===== config.mk =====
export PLATFORM = sky130hd
export DESIGN_NAME = uart_pkt_ctrl_flat
export DESIGN_NICKNAME = d
export VERILOG_FILES = /design/src/rtl/uart_pkt_ctrl_if.sv /design/src/rtl/uart_pkt_ctrl.sv /design/src/flat_wrapper.sv
export SDC_FILE = /design/constraint.sdc
export NUM_CORES = 1
export LEC_CHECK = 0
export BUFFER_PORTS_ARGS = -buffer_cell sky130_fd_sc_hd__buf_2
export CELL_PAD_IN_SITES_DETAIL_PLACEMENT = 0
export CELL_PAD_IN_SITES_GLOBAL_PLACEMENT = 2
export CORE_MARGIN = 2
export CORE_UTILIZATION = 43
export DETAILED_ROUTE_END_ITERATION = 16
export PLACE_DENSITY = 0.95
export SETUP_SLACK_MARGIN = 0.15
export SLEW_MARGIN = 15
export SYNTH_ARGS = -nofsm -noshare
export SYNTH_HDL_FRONTEND = slang
export SYNTH_SLANG_ARGS = --single-unit

===== constraint.sdc =====
create_clock -name clock -period 4 [get_ports clock]
set_clock_uncertainty 0.2 [all_clocks]
set_input_delay 0.2 -clock clock [delete_from_list [all_inputs] [get_ports clock]]
set_output_delay 0.2 -clock clock [all_outputs]
set_load 0.01 [all_outputs]

===== src/rtl/uart_pkt_ctrl_if.sv =====
// Bundle of the receiver-facing byte stream and the controller's buffer,
// display and status outputs. The receiver side drives the master modport,
// the packet controller uses the slave modport.
interface uart_pkt_ctrl_if #(
  parameter int ADDR_W = 16
);
  logic [7:0]        rx_data;
  logic              rx_valid;
  logic              rx_frame_err;
  logic              mem_we;
  logic [ADDR_W-1:0] mem_addr;
  logic [7:0]        mem_wdata;
  logic              show_pulse;
  logic              pkt_done;
  logic              pkt_err;
  logic [1:0]        err_code;
  logic              busy;

  modport master (
    output rx_data, rx_valid, rx_frame_err,
    input  mem_we, mem_addr, mem_wdata, show_pulse, pkt_done, pkt_err, err_code, busy
  );

  modport slave (
    input  rx_data, rx_valid, rx_frame_err,
    output mem_we, mem_addr, mem_wdata, show_pulse, pkt_done, pkt_err, err_code, busy
  );
endinterface


===== src/rtl/uart_pkt_ctrl.sv =====
// Packet-level controller behind the UART receiver: parses
// SYNC/CMD/LEN_H/LEN_L/payload/CSUM packets, writes payload bytes into the
// pixel buffer, owns the buffer write pointer and the display trigger, and
// reports one done/error pulse per packet. All outputs are registered.
module uart_pkt_ctrl #(
  parameter int         ADDR_W  = 16,
  parameter int         TIMEOUT = 50000,
  parameter logic [7:0] SYNC    = 8'hA5
) (
  input logic           clock,
  input logic           reset_n,
  uart_pkt_ctrl_if.slave bus
);

  localparam int TW = $clog2(TIMEOUT + 1);

  localparam logic [7:0] CMD_WRITE    = 8'h01;
  localparam logic [7:0] CMD_SET_ADDR = 8'h02;
  localparam logic [7:0] CMD_SHOW     = 8'h03;

  typedef enum logic [2:0] {
    S_IDLE    = 3'd0,
    S_CMD     = 3'd1,
    S_LEN_H   = 3'd2,
    S_LEN_L   = 3'd3,
    S_PAYLOAD = 3'd4,
    S_CSUM    = 3'd5
  } state_t;

  state_t            state_q, state_d;
  logic [7:0]        cmd_q, cmd_d;
  logic [7:0]        len_h_q, len_h_d;
  logic [15:0]       cnt_q, cnt_d;
  logic [7:0]        sum_q, sum_d;
  logic [15:0]       addr_q, addr_d;
  logic              bad_q, bad_d;
  logic [ADDR_W-1:0] wr_ptr_q, wr_ptr_d;
  logic [TW-1:0]     tmo_q, tmo_d;
  logic              mem_we_q, mem_we_d;
  logic [ADDR_W-1:0] mem_addr_q, mem_addr_d;
  logic [7:0]        mem_wdata_q, mem_wdata_d;
  logic              show_q, show_d;
  logic              done_q, done_d;
  logic              err_q, err_d;
  logic [1:0]        err_code_q, err_code_d;
  logic              busy_q;
  logic [15:0]       len_s;

  // A command is rejected if unknown or if its length does not fit it.
  function automatic logic cmd_bad(input logic [7:0] cmd, input logic [15:0] len);
    logic bad;
    case (cmd)
      CMD_WRITE:    bad = 1'b0;
      CMD_SET_ADDR: bad = (len != 16'd2);
      CMD_SHOW:     bad = (len != 16'd0);
      default:      bad = 1'b1;
    endcase
    return bad;
  endfunction

  assign len_s = {len_h_q, bus.rx_data};

  // Next-state and next-output logic of the packet parser.
  always_comb begin
    state_d     = state_q;
    cmd_d       = cmd_q;
    len_h_d     = len_h_q;
    cnt_d       = cnt_q;
    sum_d       = sum_q;
    addr_d      = addr_q;
    bad_d       = bad_q;
    wr_ptr_d    = wr_ptr_q;
    tmo_d       = tmo_q;
    mem_we_d    = 1'b0;
    mem_addr_d  = mem_addr_q;
    mem_wdata_d = mem_wdata_q;
    show_d      = 1'b0;
    done_d      = 1'b0;
    err_d       = 1'b0;
    err_code_d  = err_code_q;

    if (state_q == S_IDLE) begin
      tmo_d = '0;
      // Frame-errored bytes in IDLE are dropped silently, even if they look like SYNC.
      if (bus.rx_valid && !bus.rx_frame_err && (bus.rx_data == SYNC)) begin
        state_d = S_CMD;
        sum_d   = 8'h00;
      end else begin
        state_d = S_IDLE;
      end
    end else if (bus.rx_valid && bus.rx_frame_err) begin
      state_d    = S_IDLE;
      tmo_d      = '0;
      err_d      = 1'b1;
      err_code_d = 2'd2;
    end else if (bus.rx_valid) begin
      // A byte always wins over a coincident timeout expiry.
      tmo_d = '0;
      sum_d = sum_q + bus.rx_data;
      case (state_q)
        S_CMD: begin
          cmd_d   = bus.rx_data;
          state_d = S_LEN_H;
        end
        S_LEN_H: begin
          len_h_d = bus.rx_data;
          state_d = S_LEN_L;
        end
        S_LEN_L: begin
          cnt_d   = len_s;
          bad_d   = cmd_bad(cmd_q, len_s);
          state_d = (len_s == 16'd0) ? S_CSUM : S_PAYLOAD;
        end
        S_PAYLOAD: begin
          cnt_d  = cnt_q - 16'd1;
          addr_d = {addr_q[7:0], bus.rx_data};
          if ((cmd_q == CMD_WRITE) && !bad_q) begin
            mem_we_d    = 1'b1;
            mem_addr_d  = wr_ptr_q;
            mem_wdata_d = bus.rx_data;
            wr_ptr_d    = wr_ptr_q + ADDR_W'(1);
          end else begin
            mem_we_d = 1'b0;
          end
          state_d = (cnt_q == 16'd1) ? S_CSUM : S_PAYLOAD;
        end
        S_CSUM: begin
          state_d = S_IDLE;
          sum_d   = sum_q;
          if (bad_q) begin
            err_d      = 1'b1;
            err_code_d = 2'd0;
          end else if (bus.rx_data != sum_q) begin
            err_d      = 1'b1;
            err_code_d = 2'd1;
          end else begin
            done_d = 1'b1;
            if (cmd_q == CMD_SET_ADDR) begin
              wr_ptr_d = ADDR_W'(addr_q);
            end else begin
              wr_ptr_d = wr_ptr_q;
            end
            show_d = (cmd_q == CMD_SHOW);
          end
        end
        default: begin
          state_d = S_IDLE;
        end
      endcase
    end else if (tmo_q == TW'(TIMEOUT - 1)) begin
      state_d    = S_IDLE;
      tmo_d      = '0;
      err_d      = 1'b1;
      err_code_d = 2'd3;
    end else begin
      tmo_d = tmo_q + TW'(1);
    end
  end

  // State, datapath and output registers.
  always_ff @(posedge clock or negedge reset_n) begin
    if (!reset_n) begin
      state_q     <= S_IDLE;
      cmd_q       <= 8'h00;
      len_h_q     <= 8'h00;
      cnt_q       <= 16'h0000;
      sum_q       <= 8'h00;
      addr_q      <= 16'h0000;
      bad_q       <= 1'b0;
      wr_ptr_q    <= '0;
      tmo_q       <= '0;
      mem_we_q    <= 1'b0;
      mem_addr_q  <= '0;
      mem_wdata_q <= 8'h00;
      show_q      <= 1'b0;
      done_q      <= 1'b0;
      err_q       <= 1'b0;
      err_code_q  <= 2'd0;
      busy_q      <= 1'b0;
    end else begin
      state_q     <= state_d;
      cmd_q       <= cmd_d;
      len_h_q     <= len_h_d;
      cnt_q       <= cnt_d;
      sum_q       <= sum_d;
      addr_q      <= addr_d;
      bad_q       <= bad_d;
      wr_ptr_q    <= wr_ptr_d;
      tmo_q       <= tmo_d;
      mem_we_q    <= mem_we_d;
      mem_addr_q  <= mem_addr_d;
      mem_wdata_q <= mem_wdata_d;
      show_q      <= show_d;
      done_q      <= done_d;
      err_q       <= err_d;
      err_code_q  <= err_code_d;
      busy_q      <= (state_d != S_IDLE);
    end
  end

  assign bus.mem_we     = mem_we_q;
  assign bus.mem_addr   = mem_addr_q;
  assign bus.mem_wdata  = mem_wdata_q;
  assign bus.show_pulse = show_q;
  assign bus.pkt_done   = done_q;
  assign bus.pkt_err    = err_q;
  assign bus.err_code   = err_code_q;
  assign bus.busy       = busy_q;

endmodule


===== src/flat_wrapper.sv =====
// flat-port wrapper written by rule: the top's interface ports become plain ports
module uart_pkt_ctrl_flat 
#(
  parameter int         ADDR_W  = 16,
  parameter int         TIMEOUT = 50000,
  parameter logic [7:0] SYNC    = 8'hA5
)
  (clock, reset_n, bus_rx_data, bus_rx_valid, bus_rx_frame_err, bus_mem_we, bus_mem_addr, bus_mem_wdata, bus_show_pulse, bus_pkt_done, bus_pkt_err, bus_err_code, bus_busy);
  uart_pkt_ctrl_if #(.ADDR_W(ADDR_W)) bus_i ();
  input logic clock;
  input logic reset_n;
  input wire logic [$bits(bus_i.rx_data)-1:0] bus_rx_data;
  input wire logic [$bits(bus_i.rx_valid)-1:0] bus_rx_valid;
  input wire logic [$bits(bus_i.rx_frame_err)-1:0] bus_rx_frame_err;
  output wire logic [$bits(bus_i.mem_we)-1:0] bus_mem_we;
  output wire logic [$bits(bus_i.mem_addr)-1:0] bus_mem_addr;
  output wire logic [$bits(bus_i.mem_wdata)-1:0] bus_mem_wdata;
  output wire logic [$bits(bus_i.show_pulse)-1:0] bus_show_pulse;
  output wire logic [$bits(bus_i.pkt_done)-1:0] bus_pkt_done;
  output wire logic [$bits(bus_i.pkt_err)-1:0] bus_pkt_err;
  output wire logic [$bits(bus_i.err_code)-1:0] bus_err_code;
  output wire logic [$bits(bus_i.busy)-1:0] bus_busy;
  assign bus_i.rx_data = bus_rx_data;
  assign bus_i.rx_valid = bus_rx_valid;
  assign bus_i.rx_frame_err = bus_rx_frame_err;
  assign bus_mem_we = bus_i.mem_we;
  assign bus_mem_addr = bus_i.mem_addr;
  assign bus_mem_wdata = bus_i.mem_wdata;
  assign bus_show_pulse = bus_i.show_pulse;
  assign bus_pkt_done = bus_i.pkt_done;
  assign bus_pkt_err = bus_i.pkt_err;
  assign bus_err_code = bus_i.err_code;
  assign bus_busy = bus_i.busy;
  uart_pkt_ctrl #(.ADDR_W(ADDR_W), .TIMEOUT(TIMEOUT), .SYNC(SYNC)) u_core (.clock(clock), .reset_n(reset_n), .bus(bus_i));
endmodule

==> results.ini <==
[outcome]
outcome=complete, no violations

[final_layout]
design_area_um2=7170
nets=653
fillerInstances=1236
drive_above_1_share_pct=25.1
post-route-util_pct=51.4
area_growth_pct=16.2
antenna_cells=0
final_cells=822

[floorplanning]
die_width_um=124
fp.dieH_um=124
core_area_um2=13900
row_count=43
design.portCount=43
initial_core_util_pct=44.3
die-area_um2=15300

[worst_setup_path]
rr_worst_depth=7
worstSetupStartpoint=bus_rx_data[5]
reg2reg_slack_ns=1.20
end_kind=flip-flop
path_class=primary input to flip-flop
crit_end=u_core.wr_ptr_q[9]$_DFFE_PN0P_
reg2reg_to=u_core.wr_ptr_q[9]$_DFFE_PN0P_
critPathMaxFanout=16
crit_required_ns=4.11
cp-start-kind=primary input
reg2reg_from=u_core.sum_q[5]$_DFFE_PN0P_
arrival_ns=3.06

[cts]
ctsResizeCount=0
cts_sinks=123
clkLatencyLatePin_ns=0.42
clk_path_buf_depth=2
cts_tree=done
numCtsBuffers=17
cts_htree_levels=4
clkSlewWorstSetupHoldPaths_ns=0.06
cts-root-buf=clkbuf_16

[timing]
max_slew_margin_pct=49.7
fin_setup_tns_ns=0
setup_viol=0
setup_slack_ns=1.05
fmax_mhz=339
tightest_slew_ns=0.754
period_needed_ns=2.95
hold_violations=0
timing.final.crit_share_pct=73.7
rsz0062_at_grt=no
slew_viol_final=0
hold_ws_ns=0.0365

[detailed_routing]
post-route-drc-count=0
wirelength_mm=14.1
vias_per_cell=5.58
met2WireLength_mm=6.78
highest_layer=met4
dr.pass1.iters=4
routedWlPerCell_um=17.2
drtAntennaViolNets=0
met1_length_mm=6.59
vias=4590
initialDrtViolationCount=318
dr_wl_met3_um=571

[synth]
synth_fp_nets=604
synth_top_area_share_pct=49.9
synthTopCellsByArea=dfrtp_1 50%, mux2_2 9.5%, a21oi_1 3.6%
ys_warn_count=0
synth_edf_count=0
netlist_top_cells_count=123 x dfrtp_1, 52 x mux2_2, 48 x nand2_1
async_flop_share_pct=100
synthFlopType=dfrtp_1
ys_types=70
syn_inst=580
netlist_area_um2=6170
yosysTopAreaCell=dfrtp_1
synth-seq-area-share_pct=49.9
yosysMostFrequentCell=dfrtp_1
postSynthAreaPerCell_um2=10.6
ys_seq_elements=123

[placement]
placed_cell_area_um2=6460
io_buffer_count=42
gp_congestion=0.844
dpl.cell_count=781
preCtsSetupSlack_ns=1.20
hpwl_mm=9.72

[flow_run]
maxCapViolCount=0

[min_path]
hp-class=primary input to flip-flop

[power_and_ir_drop]
p_per_area_nw_per_um2=453
leakagePower_nw=3.30
ir_drop_uv=277
total_power_mw=3.25

[global_routing]
globalRouteOverflowTotal=0
track_usage_pct=20.4
grt_pass1_vias=4644
grt_max_degree=60
grt_pass1_wl_mm=23.7
antenna_found_initial=0

==> final cells by class <==
cell class / instances / area, um^2 / share of cell area [%]
sequential: 123 / 3080 / 42.9
multi-input combinational: 417 / 2850 / 39.8
clock buffer: 22 / 474 / 6.62
clock inverter: 10 / 139 / 1.94
inverter: 12 / 45.0 / 0.628
tap: 180 / 225 / 3.14
timing repair buffer: 58 / 355 / 4.96
==> worst max-delay path, cell delays in order <==
cell           delay [ns]
dlygate4sd3_1        0.52
buf_2                0.19
ha_1                 0.37
nor4_1               0.36
and3_2               0.30
nand3_1              0.22
a21boi_4             0.51
o21ai_1              0.13
a22o_1               0.25
==> power breakdown <==
group | total (mW) | switching (mW) | internal (mW)
clock network | 1.58 | 0.548 | 1.03
logic | 0.296 | 0.171 | 0.126
registers | 1.38 | 0.0626 | 1.31
==> worst min path at each step <==
stage                   start                                  end  depth (start not counted)
2_1_floorplan         reset_n         u_core.addr_q[0]$_DFFE_PN0P_                          0
3_3_place_gp          reset_n            u_core.tmo_q[8]$_DFF_PN0_                          1
3_5_place_dp          reset_n           u_core.tmo_q[15]$_DFF_PN0_                          1
4_1_cts        bus_rx_data[2]  u_core.bus.mem_wdata[2]$_DFFE_PN0P_                          2
5_1_grt        bus_rx_data[2]         u_core.addr_q[2]$_DFFE_PN0P_                          2
6_report       bus_rx_data[2]          u_core.cnt_q[2]$_DFFE_PN0P_                          3
==> cells in the final DEF, fill, tap and decap left out, types with 7 or more instances in the layout <==
cell type,instances
dfrtp_1,123
mux2_2,52
nand2_1,48
nor2_1,45
a21oi_1,44
o21ai_0,43
buf_2,41
nand3_1,23
clkbuf_16,17
nor3_1,15
and3_1,14
inv_1,12
ha_1,11
xor2_1,9
dlygate4sd3_1,9
xnor2_1,8
buf_4,8
o22ai_1,7
==> timing repair <==
action,4_1_cts,5_1_grt
buffers inserted,0,0
endpoints found under the hold margin,77,0
setup endpoints to repair,0,0
hold buffers,9,0
==> kinds of logic after synthesis <==
logic type	share of synthesized area, %
flip-flops	49.9
AO/OA/AOI/OAI	15.5
AND/OR/NAND/NOR	16.1
buffers and inverters	3.89
XOR/XNOR	2.41
multiplexers	9.67
adder cells (fa/ha/maj)	2.56
==> per-layer routing <==
| layer | track usage (%) | vias up |
|---|---|---|
| met5 | 0 | - |
| met4 | 6.68 | 0 |
| met3 | 5.31 | 19 |
| met2 | 32.3 | 96 |
| met1 | 27.3 | 2264 |
| li1 | - | 2211 |
==> flip-flops by register name, summed over array words and instances, names as in the netlist <==
signal and count:
u_core.cnt_q 16, u_core.bus.busy 1, u_core.wr_ptr_q 16, u_core.tmo_q 16, u_core.bus.mem_we 1, u_core.bus.mem_wdata 8, u_core.len_h_q 8, u_core.state_q 3
u_core.bad_q 1, u_core.bus.show_pulse 1, u_core.cmd_q 8, u_core.bus.pkt_err 1, u_core.bus.pkt_done 1, u_core.sum_q 8, u_core.addr_q 16, u_core.bus.mem_addr 16
u_core.bus.err_code 2
(Power assumes the default switching activity.)
